File: config.mk
export PLATFORM = sky130hd
export DESIGN_NAME = seg_scanner
export DESIGN_NICKNAME = d
export VERILOG_FILES = /design/src/rtl/seg_scanner.sv
export SDC_FILE = /design/constraint.sdc
export NUM_CORES = 1
export LEC_CHECK = 0
export CAP_MARGIN = 20
export CORE_AREA = 2 2 77 79
export CTS_CLUSTER_DIAMETER = 120
export DETAILED_ROUTE_END_ITERATION = 10
export DIE_AREA = 0 0 79 81
export SETUP_SLACK_MARGIN = 0.05
export SLEW_MARGIN = 20
export SYNTH_ARGS = -nofsm -noshare
export SYNTH_HDL_FRONTEND = slang
export SYNTH_SLANG_ARGS = --single-unit
export TNS_END_PERCENT = 20
File: constraint.sdc
create_clock -name clock -period 3.4 [get_ports clock]
set_input_delay 0.51 -clock clock [delete_from_list [all_inputs] [get_ports clock]]
set_output_delay 0.51 -clock clock [all_outputs]
set_load 0.1 [all_outputs]
File: src/rtl/seg_scanner.sv
// Four-digit multiplexed seven-segment scanner: steps one digit per rising edge
// of the slow scan clock and shows a per-frame snapshot of the value.
module seg_scanner #(
  parameter bit BLANK_LEADING = 1'b0
) (
  input  logic        clock,
  input  logic        reset,
  input  logic        div_clock,
  input  logic [15:0] value,
  input  logic [3:0]  dp_en,
  output logic [3:0]  an,
  output logic [6:0]  seg,
  output logic        dp,
  output logic        frame_done
);

  // Active-low {g,f,e,d,c,b,a} pattern for one hex nibble.
  function automatic logic [6:0] hex_to_seg(input logic [3:0] nib);
    logic [6:0] pat;
    case (nib)
      4'h0:    pat = 7'h40;
      4'h1:    pat = 7'h79;
      4'h2:    pat = 7'h24;
      4'h3:    pat = 7'h30;
      4'h4:    pat = 7'h19;
      4'h5:    pat = 7'h12;
      4'h6:    pat = 7'h02;
      4'h7:    pat = 7'h78;
      4'h8:    pat = 7'h00;
      4'h9:    pat = 7'h10;
      4'hA:    pat = 7'h08;
      4'hB:    pat = 7'h03;
      4'hC:    pat = 7'h46;
      4'hD:    pat = 7'h21;
      4'hE:    pat = 7'h06;
      4'hF:    pat = 7'h0E;
      default: pat = 7'h7F;
    endcase
    return pat;
  endfunction

  // True when digit k (k>0) and every digit above it is zero; digit 0 always shows.
  function automatic logic is_leading_zero(input logic [15:0] s, input logic [1:0] k);
    logic blank;
    case (k)
      2'd1:    blank = (s[15:4]  == 12'h000);
      2'd2:    blank = (s[15:8]  == 8'h00);
      2'd3:    blank = (s[15:12] == 4'h0);
      default: blank = 1'b0;
    endcase
    return blank;
  endfunction

  logic        div_q;
  logic        tick_s;
  logic [1:0]  idx_q, idx_d;
  logic [15:0] snap_q, snap_d;
  logic        fd_q, fd_d;
  logic [3:0]  an_q, an_d;
  logic [6:0]  seg_q, seg_d;
  logic        dp_q, dp_d;
  logic [3:0]  nib_s;

  always_comb begin
    tick_s = div_clock & ~div_q;
    idx_d  = idx_q;
    snap_d = snap_q;
    fd_d   = 1'b0;
    if (tick_s) begin
      idx_d = idx_q + 2'd1;
      if (idx_q == 2'd3) begin
        snap_d = value;
        fd_d   = 1'b1;
      end else begin
        snap_d = snap_q;
      end
    end else begin
      idx_d = idx_q;
    end

    // Display path looks at the current idx/snap, so it trails them by one cycle.
    nib_s = snap_q[{idx_q, 2'b00} +: 4];
    an_d  = ~(4'b0001 << idx_q);
    if (BLANK_LEADING && is_leading_zero(snap_q, idx_q)) begin
      seg_d = 7'h7F;
    end else begin
      seg_d = hex_to_seg(nib_s);
    end
    dp_d = ~dp_en[idx_q];
  end

  // Loading div_q from div_clock during reset prevents a false tick on release.
  always_ff @(posedge clock) begin
    if (reset) begin
      div_q  <= div_clock;
      idx_q  <= 2'd0;
      snap_q <= 16'h0000;
      fd_q   <= 1'b0;
      an_q   <= 4'b1111;
      seg_q  <= 7'h7F;
      dp_q   <= 1'b1;
    end else begin
      div_q  <= div_clock;
      idx_q  <= idx_d;
      snap_q <= snap_d;
      fd_q   <= fd_d;
      an_q   <= an_d;
      seg_q  <= seg_d;
      dp_q   <= dp_d;
    end
  end

  assign an         = an_q;
  assign seg        = seg_q;
  assign dp         = dp_q;
  assign frame_done = fd_q;

endmodule

## Word-level counts from Yosys, hierarchy flattened

Memories as Yosys holds them, arrays and structs flattened. A register that Yosys moved wholly into a read port is not among the register bits.
Index checks and enable logic that the tools add are counted.

- Word-level logic and storage cells: 22
- Flip-flop bits (word level): 25
- Bits of input ports: 23
- Output and inout bits: 13
- Memory bits (read-only): 112
- Memories: 1

Memory list:

| name | depth | width | rd ports | clocked after Yosys merged registers in | write ports | RTL line | RTL |
|---|---|---|---|---|---|---|---|
| (name not given) | 16 | 7 | 1 | 1 | 0 | 20 | `case (nib)` |

- Bitwise operators: 5
- Add/sub/neg operators: 1
- Equality and inequality tests: 1
- Reduce and logical (&&, ||, !) cells: 2
- Multiplexer cells: 3
- $lt $le $gt $ge: 1
- Shift operators: 2

Operators with widths:

| kind | count |
|---|---|
| variable part select 16 x 5 -> 4 bit | 1 |
| NOT 4 bit | 1 |
| << shifter 1 x 2 -> 4 bit (first input constant) | 1 |
| less-than comparator 2 x 3 -> 1 bit (second input constant) | 1 |
| NOT 1 bit | 3 |
| adder 2 x 1 -> 2 bit (second input constant) | 1 |
| binary-select mux 1 bit (select 2 bit) | 1 |
| equality test 2 bit (second input constant) | 1 |
| 2-to-1 mux 1 bit | 2 |
| AND reduction 2 bit | 1 |
| OR reduction 2 bit | 1 |
| bitwise AND 1 bit | 1 |

## Longest topological paths before layout

- Word-level depth: 4
- Gate-level depth with buffers: 7
- Mapped depth without buffers: 6

## Worst setup path before layout

Ideal clock, no wire load.

- Path type: register -> register
- Start: register idx_q[0]
- End: register seg_q[1], in the netlist seg[1]
- Arrival: 1764 ps
- Stages on the path, launching flop included: 7
- Setup slack: 1507 ps
- Buffers on the path: 1
- Data required time: 3270 ps
- Setup time: 130 ps
- Clock period less this slack: 1893 ps
- Cell sequence: dfxtp_1 > buf_6 > mux4_1 > inv_1 > ha_1 > o211ai_1 > o211ai_1

- Cells in the longest elaborated chain, start to end: 1

Ends and longest elaborated chain:

| what | RTL line | RTL |
|---|---|---|
| from (decl) | 56 | `logic [1:0] idx_q, idx_d;` |
| from (signal assigned) | 104 | `idx_q <= idx_d;` |
| variable part select 16 x 5 -> 4 bit | 82 | `nib_s = snap_q[{idx_q, 2'b00} +: 4];` |
| to (decl) | 60 | `logic [6:0] seg_q, seg_d;` |

No other way between the ends.
A chain may end at the register's enable or synchronous reset.

## Final worst setup path

- Start: register an_q[2], in the netlist an[2]
- End: output an[2]

RTL lines:

| what | RTL line | RTL |
|---|---|---|
| from (decl) | 59 | `logic [3:0] an_q, an_d;` |
| from (signal assigned) | 107 | `an_q <= an_d;` |
| to (decl) | 11 | `output logic [3:0] an,` |

No word-level cell between the ends.

==> out/metrics.yaml <==
dp_hpwl_um: 2044
synth-xor-area-share_pct: 0.6250
yosys.area_share.simple_pct: 16.70
crit_family: "buffers and inverters"
synth_top_cells_by_area: "dfxtp_1, nand2_1, ha_1, a21oi_1, mux4_1"
fmax_mhz: 449.7
vias_per_cell: 4.138
crit_path_end_kind: "primary output"
holdWs_ns: 0.4540
antenna_found_initial: 0
vias: 1080
worst_pin_slew_ns: 0.9682
antenna-diode-count: 0
fillers: 616
cts_resized: 0
finalSetupViolCount: 0
cp_data_required_time_ns: 2.89
syn_inst: 150
synth_area_per_cell_um2: 9.342
max_cap_viol_count: 0
regArea_um2: 640.6
crit_slowest_cell: "clkdlybuf4s50_1"
synth_fa_ha_area_share_pct: 8.929
yosysWarnings: 0
cts_tree: "yes"
num_rows: 28
path_class: "register to primary output"
crit_fanout: 1
p_per_area_nw_per_um2: 468.3
clkTransAtPathRegs_ns: 0.07
grtUsageTotal_pct: 10.17
postCtsSetupRepairBufs: 0
synth_top_area_share_pct: 45.71
async_flop_share_pct: 0
synthMuxAreaShare_pct: 10.27
die_area_um2: 6399
slew_viol_final: 0
synth_compound_area_share_pct: 12.59
drive_gt1_share_pct: 6.452
p_leak_nw: 0.6871
synth_top_family_by_area: "simple AND/OR/NAND/NOR gates"
wl_um: 2827
cp_num_buf_inv: 1
yosys.area.top_type: "dfxtp_1"
synth_edf_count: 0
hold_viol: 0
finalCritPeriodShare_pct: 65.40
synthDistinctLibCells: 28
grt_pass1_vias: 1095
ys_seq_area_share_pct: 45.71
ctsHoldBuffers: 0
grt_max_degree: 24
wl_per_cell_um: 10.83
cp_slowest_stage_delay_ns: 1.12
initial_core_util_pct: 24.69
root_buffer: "clkbuf_8"
multi_input_area_um2: 688.2
gp_congestion: 0.7137
htree_levels: 2
synth-main-ff-cell: "dfxtp_1"
fin_setup_tns_ns: 0
min_path_type: "register to register"
cts_buffers: 5
synth_area_um2: 1401
grt.overflow.total: 0
clockBufferDepth: 2
cts.sinks: 32
critPathArrivalTime_ns: 1.71
core_area_um2: 5675
ys_ff_latch: 32
crit_chain: "clkdlybuf4s50_1"
fin_skew_ns: 0.005596
grt_first_pass_wirelength_um: 4968
clk_latency_ns: 0.28
drc: 0
vdd_ir_drop_max_mv: 0.1637
layout_min_cycle_time_ns: 2.223
synth_common_cells: "nand2_1, dfxtp_1, a21oi_1, ha_1, nor2_1"
num_io_pins: 36
rsz0062_at_grt: "false"
port-buffer-count: 35
yosysMostFrequentCell: "nand2_1"
postRouteAntennaNets: 0
drt-pass1-iter-count: 4
first_iter_violations: 40
dieWidth_um: 79
final_nets: 218
worstSetupStartpointType: "register"
maxSlewHeadroom_pct: 35.25
fp.dieH_um: 81
status: "complete, no violations"
synth_nets: 183
syn2layout_area_growth_pct: 37.41
## power breakdown
part           total, mW  internal, mW  switching, mW
Sequential         0.392         0.385        0.00697
Clock              0.393         0.258          0.135
Combinational      0.117        0.0449         0.0724
## flip-flops by register name (all words and copies together), names as in the netlist
register,flops
frame_done,1
div_q,1
an,4
snap_q,16
idx_q,2
seg,7
dp,1
## placed cells by master (no fill, tap or decap), types with 2 or more instances in the layout
master            n
o21ai_1           3
mux4_2            2
clkbuf_8          7
mux2i_1           2
a21oi_1          21
nand2_1          40
mux4_1            3
clkdlybuf4s50_1  35
nor2b_1           2
nor2_1            7
a31oi_1           2
ha_1             10
dfxtp_1          32
inv_1             4
o211ai_1          2
## final timing paths
| path | start | to | slack [ns] | cells after the start |
|---|---|---|---|---|
| max | an[2] | an[2] | 1.18 | 1 |
| min | snap_q[8] | snap_q[8] | 0.45 | 2 |
| max reg2reg | idx_q[0] | seg[1] | 1.23 | 5 |
| min reg2reg | snap_q[8] | snap_q[8] | 0.45 | 2 |
## cell families (layout without fill, tap and decap cells)
| family | after synthesis | count (layout) |
|---|---|---|
| multiplexers | 7 | 7 |
| AO/OA/AOI/OAI | 32 | 32 |
| buffers and inverters | 13 | 49 |
| XOR/XNOR | 1 | 1 |
| AND/OR/NAND/NOR | 55 | 55 |
| adder cells (fa/ha/maj) | 10 | 10 |
| flip-flops | 32 | 32 |
## stage by stage
step	area [um^2]	util [%]	setup slack, ns	power, mW	cells
CTS	1926	33.93	1.160	0.9119	261
global route	1926	33.93	1.093	0.9441	261
finish	1926	33.93	1.177	0.9017	261
floorplan	1401	-	1.507	0.4737	150
global placement	1799	31.70	1.191	0.5192	253
detailed placement	1799	31.70	1.163	0.5180	253
## per-layer routing
layer,track usage [%],up-vias,share of wire [%]
li1,-,572,-
met1,11.38,471,44
met2,16.53,30,46
met3,3.778,7,6.4
met4,6.207,0,2.7
met5,0,-,0
## layout make-up
class,instances,area share [%]
multi-input cells,105,35.74
clock buffers,7,5.003
well taps,75,4.873
repair buffers,36,18.58
flip-flops and latches,32,33.27
clock inverters,1,1.559
inverters,5,0.9747
No activity file was read; power rests on OpenSTA's default activity.
==> RTL edit 1: new RTL, same settings <==
Change the parameter `BLANK_LEADING` from 1'b0 to 1'b1.
--- a/src/rtl/seg_scanner.sv
+++ b/src/rtl/seg_scanner.sv
@@ -2,5 +2,5 @@
 // of the slow scan clock and shows a per-frame snapshot of the value.
 module seg_scanner #(
-  parameter bit BLANK_LEADING = 1'b0
+  parameter bit BLANK_LEADING = 1'b1
 ) (
   input  logic        clock,
Function: changed (a bounded check fails within 4 cycles, from zero or initial values and one cycle with reset high).
==> RTL edit 1 against the original RTL <==
- non-clock buffer count is the same
- fmax shrank 4.3%
- setup slack lost 0.099 ns
- largest power group is now sequential cells
- count of clock-buffer cells in the layout shrank 1
- core utilization grew 2.3 points
- final area grew 6.7%
- clock power shrank 9.4%
- synthesized area grew 10%
- wire length grew 14%
- sequential cell count is the same
- largest cell class unchanged
- global-route usage grew 0.97 points
- critical endpoint is now seg[0]
- power shrank 0.48%
- critical path type is now flop to flop
==> RTL edit 1: results (changes against the original RTL) <==
- Outcome: completed
- Worst Hold Launch: div_q
- Leakage power: 0.702 nW (+2.2%)
- Initial DRC Count: 55 (+38%)
- Share of post-route cells with drive strength above 1: 7.96% (+1.5 points)
- Met2 routed WL: 1460 um (+11%)
- Nets@finish: 234 (+7.3%)
- Crit path largest cell delay: 0.66 ns (-0.46 ns)
- Total Routing Usage GR: 11.1% (+0.97 points)
- Final Wtd Congestion: 0.712 (-0.27%)
- Compound-Gate Fraction of Synth Area: 12.6% (+0.042 points)
- Hold depth: 1 (-1)
- Clock Skews: 0.00622 ns (+0.000624 ns)
- Met1 WL: 1550 um (+24%)
- Fillers: 595 (-3.4%)
- Crit path arrival time: 2.52 ns (+0.81 ns)
- Sequential fraction of the synthesis area: 41.5% (-4.3 points)
- Met2 Use GR: 17.4% (+0.85 points)
- Total wire length: 3230 um (+14%)
- Worst R2R Setup Slack: 1.08 ns (-0.15 ns)
- Synth cell types: 35 (+25%)
- Hold endpoint: frame_done
- Max_slew headroom: 35.5% (+0.29 points)
- Ranking of synthesized cells by area: dfxtp_1 41%, ha_1 8.9%, nand2_1 8.5%, a21oi_1 6.2%, mux4_2 5.8%
- Top post-synthesis cells by count: 35 x nand2_1, 32 x dfxtp_1, 19 x a21oi_1
- Via count: 1233 (+14%)
- Slowest CP cell: mux4_2
[RTL edit 1: metrics by stage]
stage               total power, mW  hold slack, ns  worst slack (ns)  cells  util (%)
detailed placement            0.551           0.417              1.07    268      34.3
floorplan                     0.501           0.398              1.45    165         -
CTS                           0.913           0.428              1.05    276      36.2
global placement              0.549           0.412              1.16    268      34.3
finish                        0.897           0.425              1.08    276      36.2
global route                  0.941           0.451             0.845    276      36.2
[RTL edit 1: report_power, final]
group / total [mW] / switching (mW) / internal (mW) / leakage (nW)
Clock: 0.356 / 0.139 / 0.217 / 0.0552
Combinational: 0.146 / 0.0917 / 0.0540 / 0.386
Sequential: 0.395 / 0.00866 / 0.386 / 0.262
Total: 0.897 / 0.240 / 0.658 / 0.702
[RTL edit 1: final cells by class]
type	count	area share [%]
Clock inverter	2	1.71
Tap cell	75	4.57
Clock buffer	6	3.53
Timing Repair Buffer	36	17.4
Inverter	6	1.10
Multi-Input combinational cell	119	40.5
Sequential cell	32	31.2
==> RTL edit 2: new RTL, same settings <==
Without the edit above. Add an input register stage for `value` and `dp_en`, without a reset; this delays them by one clock.
--- a/src/rtl/seg_scanner.sv
+++ b/src/rtl/seg_scanner.sv
@@ -14,4 +14,12 @@
   output logic        frame_done
 );
+
+  logic [15:0] value_q;
+  logic [3:0] dp_en_q;
+
+  always_ff @(posedge clock) begin
+    value_q <= value;
+    dp_en_q <= dp_en;
+  end
 
   // Active-low {g,f,e,d,c,b,a} pattern for one hex nibble.
@@ -70,5 +78,5 @@
       idx_d = idx_q + 2'd1;
       if (idx_q == 2'd3) begin
-        snap_d = value;
+        snap_d = value_q;
         fd_d   = 1'b1;
       end else begin
@@ -87,5 +95,5 @@
       seg_d = hex_to_seg(nib_s);
     end
-    dp_d = ~dp_en[idx_q];
+    dp_d = ~dp_en_q[idx_q];
   end
 
Behaviour: not the same (a bounded check fails within 4 cycles, from zero or initial values and one cycle with reset high).
==> RTL edit 2 against the original RTL <==
- setup slack worse by 0.067 ns
- sequential cell count up 20
- synthesized area rose by 29%
- critical endpoint is now seg[3]
- synthesized cell count grew 12%
- clock power increased by 8.9%
- power rose by 31%
- cell count rose by 6.1%
- die area is the same
- final area rose by 21%
- clock skew grew 0.0043 ns
- wire length grew 0.14%
==> RTL edit 2: results (changes against the original RTL) <==
- Outcome: completed
- CP Launch Point: idx_q[0]
- Buffers, non-clock: 35 (-2.8%)
- Top post-synthesis cells by count: 52 x dfxtp_1, 43 x nand2_1, 18 x a21oi_1
- Met2 routed WL: 1300 um (-0.84%)
- Clock Latency Late Sink: 0.30 ns (+0.02 ns)
- Via density: 4.25 (+2.8%)
- Largest net degree at the start of global routing: 21 (-13%)
- Sequential fraction of the synthesis area: 57.6% (+12 points)
- Placed Area: 0.00220 mm2 (+22%)
- Layout area overhead: 28.5%
- Synth Area in Adders: 6.93% (-2.0 points)
- Clk sinks: 52 (+63%)
- Synth top area share: 57.6% (+12 points)
- Nets@finish: 234 (+7.3%)
- Synth cell types: 29 (+3.6%)
- Max_slew headroom: 35.2% (about the same)
- Worst setup EP type: flop
- Crit-path max FO: 9 (+8)
- Post-synthesis mux area share: 9.42% (-0.85 points)
- First-pass GRT wire length: 4720 um (-5.0%)
- Post-Synth XOR/XNOR Area: 0.485% (-0.14 points)
- Final Wtd Congestion: 0.811 (+14%)
- Total Routing Usage GR: 9.66% (-0.51 points)
- Non-clock buffering overhead: 15.1% (-3.5 points)
- CP delay by family, top: multiplexers
- Worst setup slack after placement: 1.07 ns (-0.0913 ns)
- M1 GR Usage: 10.8% (-0.57 points)
- Ranking of synthesized cells by area: dfxtp_1 58%, nand2_1 8.9%, ha_1 6.9%, a21oi_1 5.0%, mux4_1 4.4%
- Syn avg cell area: 10.8 um2 (+15%)
- ClkCell Share: 5.23% (-1.3 points)
- Placed cells: 269 (+6.3%)
- Met1 WL: 1330 um (+6.1%)
- Clk slew on worst S/H paths: 0.09 ns (+0.02 ns)
- Compound-Gate Fraction of Synth Area: 9.49% (-3.1 points)
- Met3 Resource Use GR: 4.00% (+0.22 points)
- Number of global-route vias before repair: 1098 (+0.27%)
- Maximum vdd drop: 0.230 mV (+41%)
- Multi-input gates: 101 (-3.8%)
- DR WL met3: 166 um (-8.8%)
- Slowest CP cell: mux4_1
- Seq. cell area: 0.00104 mm2 (+63%)
- Worst Hold Launch: value_q[10]
RTL edit 2: cell count changes after synthesis, sizes merged, moves of 2 or more:
cell,before,now
o21ai,4,1
dfxtp,32,52
a21oi,21,18
or2,0,2
nand2,40,43
nor2,7,4
inv,4,6
mux2,0,2
RTL edit 2: power groups by stage:
stage               clock network [mW]  registers [mW]  logic (mW)
floorplan                            0           0.704      0.0247
CTS                              0.442           0.641       0.115
global route                     0.471           0.643       0.120
finish                           0.428           0.641       0.114
global placement                     0           0.655       0.115
detailed placement                   0           0.656       0.115
RTL edit 2: worst register-to-register path, delay by kind of cell, from the launching register on:
kind / cells / cell delay [ns]
fa+ha+maj: 1 / 0.27
flops: 1 / 0.60
mux: 1 / 0.70
compound gates: 2 / 0.29
simple gates: 1 / 0.30
